### src/rtl/cordic_slice_host_if.sv
// cordic_slice_host_if: host word handshake, 2-bit slice link and result bus.
// s_*: parallel X/Y/A input words with valid/ready and the invert-sign sideband.
// lnk_*: frame pulse, outgoing slices and sideband, returned slices, frame-complete strobe.
// m_*: reassembled result words with a one-cycle valid. err: sticky link protocol error.
interface cordic_slice_host_if;
  logic        s_valid, s_ready, s_is;
  logic [11:0] s_x, s_y, s_a;
  logic        lnk_rdy, lnk_is, lnk_vld;
  logic [1:0]  lnk_x, lnk_y, lnk_a, lnk_xr, lnk_yr, lnk_ar;
  logic        m_valid, err;
  logic [11:0] m_x, m_y, m_a;
  modport slave (
    input  s_valid, s_x, s_y, s_a, s_is, lnk_vld, lnk_xr, lnk_yr, lnk_ar,
    output s_ready, lnk_rdy, lnk_x, lnk_y, lnk_a, lnk_is, m_valid, m_x, m_y, m_a, err
  );
  modport master (
    output s_valid, s_x, s_y, s_a, s_is, lnk_vld, lnk_xr, lnk_yr, lnk_ar,
    input  s_ready, lnk_rdy, lnk_x, lnk_y, lnk_a, lnk_is, m_valid, m_x, m_y, m_a, err
  );
endinterface

### src/rtl/cordic_slice_host.sv
// cordic_slice_host: serializes 12-bit X/Y/A words into six 2-bit slices per frame and
// reassembles the slices the stage returns for the previous frame.
// clk/rst: clock and asynchronous active-high reset. bus: cordic_slice_host_if slave view.
module cordic_slice_host (
  input  logic                  clk,
  input  logic                  rst,
  cordic_slice_host_if.slave    bus
);
  typedef enum logic [1:0] {IDLE, LAUNCH, SHIFT, CHECK} state_t;
  state_t      st, st_n;
  logic [2:0]  cnt;
  logic [11:0] sx, sy, sa;
  logic [9:0]  rx, ry, ra;
  logic        is_n, pend, pub, chk, last, dec, real_f, go;
  always_comb begin
    last   = st == SHIFT && cnt == 3'd5;
    dec    = st == IDLE || last;
    real_f = dec && bus.s_valid;
    go     = real_f || (dec && pend);
    st_n   = go ? LAUNCH : st == LAUNCH ? SHIFT : last ? CHECK : st == SHIFT ? SHIFT : IDLE;
  end
  assign bus.s_ready = dec;
  assign bus.lnk_rdy = st == LAUNCH;
  assign bus.lnk_x   = st == SHIFT ? sx[1:0] : 2'b0;
  assign bus.lnk_y   = st == SHIFT ? sy[1:0] : 2'b0;
  assign bus.lnk_a   = st == SHIFT ? sa[1:0] : 2'b0;
  // pub remembers whether the frame now in flight was launched with a result pending,
  // i.e. whether the slices it brings back belong to a real word.
  // chk marks the cycle after the last slice, where the stage must strobe lnk_vld.
  always_ff @(posedge clk or posedge rst)
    if (rst) begin
      st          <= IDLE;
      cnt         <= 3'd0;
      {sx, sy, sa} <= 36'd0;
      {rx, ry, ra} <= 30'd0;
      is_n        <= 1'b0;
      pend        <= 1'b0;
      pub         <= 1'b0;
      chk         <= 1'b0;
      bus.lnk_is  <= 1'b0;
      bus.m_valid <= 1'b0;
      bus.m_x     <= 12'd0;
      bus.m_y     <= 12'd0;
      bus.m_a     <= 12'd0;
      bus.err     <= 1'b0;
    end else begin
      st          <= st_n;
      cnt         <= st == SHIFT ? cnt + 3'd1 : 3'd0;
      chk         <= last;
      {sx, sy, sa} <= go ? (real_f ? {bus.s_x, bus.s_y, bus.s_a} : 36'd0)
                    : st == SHIFT ? {sx >> 2, sy >> 2, sa >> 2} : {sx, sy, sa};
      is_n        <= go ? real_f && bus.s_is : is_n;
      pend        <= go ? real_f : pend;
      pub         <= go ? pend : pub;
      // the sideband follows its frame only once the launch pulse is out, so it
      // stays valid through the check cycle even when the next frame overlaps
      bus.lnk_is  <= st == LAUNCH ? is_n : bus.lnk_is;
      {rx, ry, ra} <= st == SHIFT ? {bus.lnk_xr, rx[9:2], bus.lnk_yr, ry[9:2], bus.lnk_ar, ra[9:2]}
                    : {rx, ry, ra};
      bus.m_valid <= last && pub;
      bus.m_x     <= last && pub ? {bus.lnk_xr, rx} : bus.m_x;
      bus.m_y     <= last && pub ? {bus.lnk_yr, ry} : bus.m_y;
      bus.m_a     <= last && pub ? {bus.lnk_ar, ra} : bus.m_a;
      bus.err     <= bus.err || (chk != bus.lnk_vld);
    end
endmodule

### src/flat_wrapper.sv
// flat-port wrapper written by rule: the top's interface ports become plain ports
module cordic_slice_host_flat 
  (clk, rst, bus_s_valid, bus_s_x, bus_s_y, bus_s_a, bus_s_is, bus_lnk_vld, bus_lnk_xr, bus_lnk_yr, bus_lnk_ar, bus_s_ready, bus_lnk_rdy, bus_lnk_x, bus_lnk_y, bus_lnk_a, bus_lnk_is, bus_m_valid, bus_m_x, bus_m_y, bus_m_a, bus_err);
  cordic_slice_host_if bus_i ();
  input  logic clk;
  input  logic rst;
  input wire logic [$bits(bus_i.s_valid)-1:0] bus_s_valid;
  input wire logic [$bits(bus_i.s_x)-1:0] bus_s_x;
  input wire logic [$bits(bus_i.s_y)-1:0] bus_s_y;
  input wire logic [$bits(bus_i.s_a)-1:0] bus_s_a;
  input wire logic [$bits(bus_i.s_is)-1:0] bus_s_is;
  input wire logic [$bits(bus_i.lnk_vld)-1:0] bus_lnk_vld;
  input wire logic [$bits(bus_i.lnk_xr)-1:0] bus_lnk_xr;
  input wire logic [$bits(bus_i.lnk_yr)-1:0] bus_lnk_yr;
  input wire logic [$bits(bus_i.lnk_ar)-1:0] bus_lnk_ar;
  output wire logic [$bits(bus_i.s_ready)-1:0] bus_s_ready;
  output wire logic [$bits(bus_i.lnk_rdy)-1:0] bus_lnk_rdy;
  output wire logic [$bits(bus_i.lnk_x)-1:0] bus_lnk_x;
  output wire logic [$bits(bus_i.lnk_y)-1:0] bus_lnk_y;
  output wire logic [$bits(bus_i.lnk_a)-1:0] bus_lnk_a;
  output wire logic [$bits(bus_i.lnk_is)-1:0] bus_lnk_is;
  output wire logic [$bits(bus_i.m_valid)-1:0] bus_m_valid;
  output wire logic [$bits(bus_i.m_x)-1:0] bus_m_x;
  output wire logic [$bits(bus_i.m_y)-1:0] bus_m_y;
  output wire logic [$bits(bus_i.m_a)-1:0] bus_m_a;
  output wire logic [$bits(bus_i.err)-1:0] bus_err;
  assign bus_i.s_valid = bus_s_valid;
  assign bus_i.s_x = bus_s_x;
  assign bus_i.s_y = bus_s_y;
  assign bus_i.s_a = bus_s_a;
  assign bus_i.s_is = bus_s_is;
  assign bus_i.lnk_vld = bus_lnk_vld;
  assign bus_i.lnk_xr = bus_lnk_xr;
  assign bus_i.lnk_yr = bus_lnk_yr;
  assign bus_i.lnk_ar = bus_lnk_ar;
  assign bus_s_ready = bus_i.s_ready;
  assign bus_lnk_rdy = bus_i.lnk_rdy;
  assign bus_lnk_x = bus_i.lnk_x;
  assign bus_lnk_y = bus_i.lnk_y;
  assign bus_lnk_a = bus_i.lnk_a;
  assign bus_lnk_is = bus_i.lnk_is;
  assign bus_m_valid = bus_i.m_valid;
  assign bus_m_x = bus_i.m_x;
  assign bus_m_y = bus_i.m_y;
  assign bus_m_a = bus_i.m_a;
  assign bus_err = bus_i.err;
  cordic_slice_host u_core (.clk(clk), .rst(rst), .bus(bus_i));
endmodule
### config.mk
export PLATFORM = sky130hd
export DESIGN_NAME = cordic_slice_host_flat
export DESIGN_NICKNAME = d
export VERILOG_FILES = /design/src/rtl/cordic_slice_host_if.sv /design/src/rtl/cordic_slice_host.sv /design/src/flat_wrapper.sv
export SDC_FILE = /design/constraint.sdc
export NUM_CORES = 1
export LEC_CHECK = 0
export BUFFER_PORTS_ARGS = -buffer_cell sky130_fd_sc_hd__buf_2
export CORE_ASPECT_RATIO = 0.6
export CORE_MARGIN = 4
export CORE_UTILIZATION = 55
export DETAILED_ROUTE_END_ITERATION = 10
export GPL_TIMING_DRIVEN = 1
export PLACE_DENSITY = 0.77
export SLEW_MARGIN = 20
export SYNTH_ARGS = -nofsm -noshare
export SYNTH_HDL_FRONTEND = slang
export SYNTH_SLANG_ARGS = --single-unit
### constraint.sdc
create_clock -name clk -period 4.2 [get_ports clk]
set_clock_uncertainty 0.05 [all_clocks]
set_input_delay 0.84 -clock clk [delete_from_list [all_inputs] [get_ports clk]]
set_output_delay 0.84 -clock clk [all_outputs]
set_load 0.01 [all_outputs]
==> impl_results.md <==
* Post-synth ARST share at 100%
* Mean Syn Cell Area at 13.6 um^2
* Port bufs at 93
* Pleak at 2.97 nW
* Post-layout min period at 2990 ps
* Nets at 516
* Hold Fails Final Rpt at 0
* Netlist Area Pre-Place at 5090 um^2
* Finished Layout Cells at 589
* Max_slew headroom at 44.7%
* # diodes at 0
* Post_cts resized at 0
* Clock-pin slew on the worst setup and hold paths at 60 ps
* Vias per std cell at 5.56
* Core Util, Final at 72.0%
* Setup-failing EPs final at 0
* Worst-skew pair later-pin latency at 410 ps
* Unique masters post-synth at 29
* Root Buffer: clkbuf_16
* Mux cell area share after synthesis at 17.0%
* Status: complete, no violations
* TritonRoute pass-1 iters at 4
* Vias at 3277
* Setup WS post-layout at 1210 ps
* Simple-gate portion of the synthesized area at 8.06%
* Crit path kind: reg2out
* Synthesized Nets at 427
* Row count at 26
* Slew Viols, Final at 0
* H-tree levels at 4
* Synth Area in Adders at 1.23%
* Final Wtd Congestion at 0.754
* Initial Util at 58.2%
* Layout Area Growth over Synthesis at 23.7%
* Largest family of logic cells by synthesized area: multiplexers
* Flops & latches, synth at 114
* DP Worst Slack at 1490 ps
* Ys Warns at 0
* Routed length per placed instance at 18.5 um
* RSZ-0062 raised after global routing: no
* Synth area leaders: dfrtp_1, mux2_4, mux2_2
* Core area at 8750 um^2
* Post-Syn Instances at 375
* HP Class: reg2reg
* Initial antenna violation count at 0
* Register area share after synthesis at 56.0%
* Worst hold slack at 415 ps
* Num CTS Buffers at 17
* Initial drt markers at 243
* Area fraction in compound gates after synthesis at 13.3%
* Top cells by count, synth: dfrtp_1, mux2_2, nor2b_1
* Global route overflow at 0
* CP arrival at 2100 ps
* First-pass GRT wire length at 17900 um
* Fin crit share at 71.1%
* Max_cap viols at 0
* Global-route usage over all layers at 21.3%
* Top cell type's share of synthesized area at 56.0%
* Worst Setup End Kind: primary output
* Most instantiated library cell after synthesis: dfrtp_1
* Post-DRT Antenna Nets at 0
* Setup TNS at 0 ps
* Die Wd at 132 um
* Largest net degree at the start of global routing at 94
* Vias in the first global route at 3333
* Cell count after placement at 557
* Max VDD drop at 0.427 mV
* PwrDens at 784 nW/um^2
* CTS tree: done
* Setup bufs post-CTS at 0
* Io pins at 94
* CP max FO at 73
* Routed WL at 10900 um
* Hold-fix buffers, CTS at 0
* Prevailing post-synth register cell: dfrtp_1
* Worst EP required at 3310 ps
* Share of layout cells above drive strength 1 at 44.9%
* DPL Wire Length at 6700 um
* CP startpoint kind: flip-flop
* EDFF count, synth at 0
* Die area at 10900 um^2
* Post-route DRC violation count at 0
* XOR/XNOR share of the synthesized area at 0.344%
* Die height at 82.5 um
* TritonCTS sink count at 114
* Post-synth top area cell: dfrtp_1
* Worst slew pin tran at 829 ps
* Longest Clk Path Bufs at 2
* Max Clk Rate at 335 MHz
-- sequential cells by signal, summed over array words and instances, names as in the netlist, 2 cells and up --
signal	flops
u_core.ra	10
u_core.sx	12
u_core.bus.m_y	12
u_core.ry	10
u_core.st	2
u_core.cnt	3
u_core.sa	12
u_core.bus.m_x	12
u_core.sy	12
u_core.rx	10
u_core.bus.m_a	12
-- cell type report --
cell class / instances / area, um^2
Clock buffer: 19 / 443
Clock inverter: 13 / 280
Sequential cell: 114 / 2850
Multi-Input combinational cell: 225 / 2040
Fill cell: 586 / 2450
Tap cell: 112 / 140
Inverter: 8 / 35.0
Timing Repair Buffer: 98 / 503
-- stage by stage --
stage	area (um^2)	total power, mW
2_1_floorplan	5090	2.83
3_3_place_gp	5570	3.10
3_5_place_dp	5580	3.18
4_1_cts	6300	4.96
5_1_grt	6300	5.21
6_report	6300	4.94
-- final timing paths --
kind	start	to	slack, ps	depth (start not counted)
setup / recovery	u_core.st[0]	bus_lnk_x[1]	1210	5
max in group asynchronous	rst	u_core.rx[3]	2720	3
setup reg to reg	u_core.st[0]	u_core.sx[5]	1590	6
min in group asynchronous	rst	u_core.bus.m_a[2]	540	2
hold reg to reg	u_core.bus.err	u_core.bus.err	410	1
hold / removal	u_core.bus.err	u_core.bus.err	410	1
-- cell usage in the layout (no fill, tap or decap), types with 7 or more instances in the layout --
cell type	count
a22o_1	7
dfrtp_1	114
o32ai_1	20
o32ai_2	10
o21a_1	31
mux2_2	38
and2_1	9
buf_2	93
bufinv_16	8
nand2_1	31
mux2_4	29
clkbuf_16	17
nor2b_1	32
-- worst max-delay path, cell delays in order, from the launching register on --
cell	delay (ps)
dfrtp_1	390
inv_1	90
ha_2	210
buf_4	580
and2_1	230
buf_2	140
-- power breakdown --
group | switching (mW) | internal [mW] | leakage, nW
sequential | 0.250 | 1.49 | 1.36
clock | 0.512 | 1.25 | 0.340
combinational | 0.680 | 0.752 | 1.27
-- logic make-up (layout without fill, tap and decap cells) --
logic type,Yosys count,count (layout)
flip-flops,114,114
AND/OR/NAND/NOR,77,77
multiplexers,67,67
adder cells (fa/ha/maj),5,5
AO/OA/AOI/OAI,74,74
buffers and inverters,36,138
XOR/XNOR,2,2
-- per-layer routing --
layer  up-vias  wire (um)  GRT usage, %
met5         -          0             0
met1      1659       5310          29.4
met2        86       4880          31.8
met3        13        577          6.78
met4         0        125          8.09
li1       1519          -             -
Power figures use the tool's default switching activity.
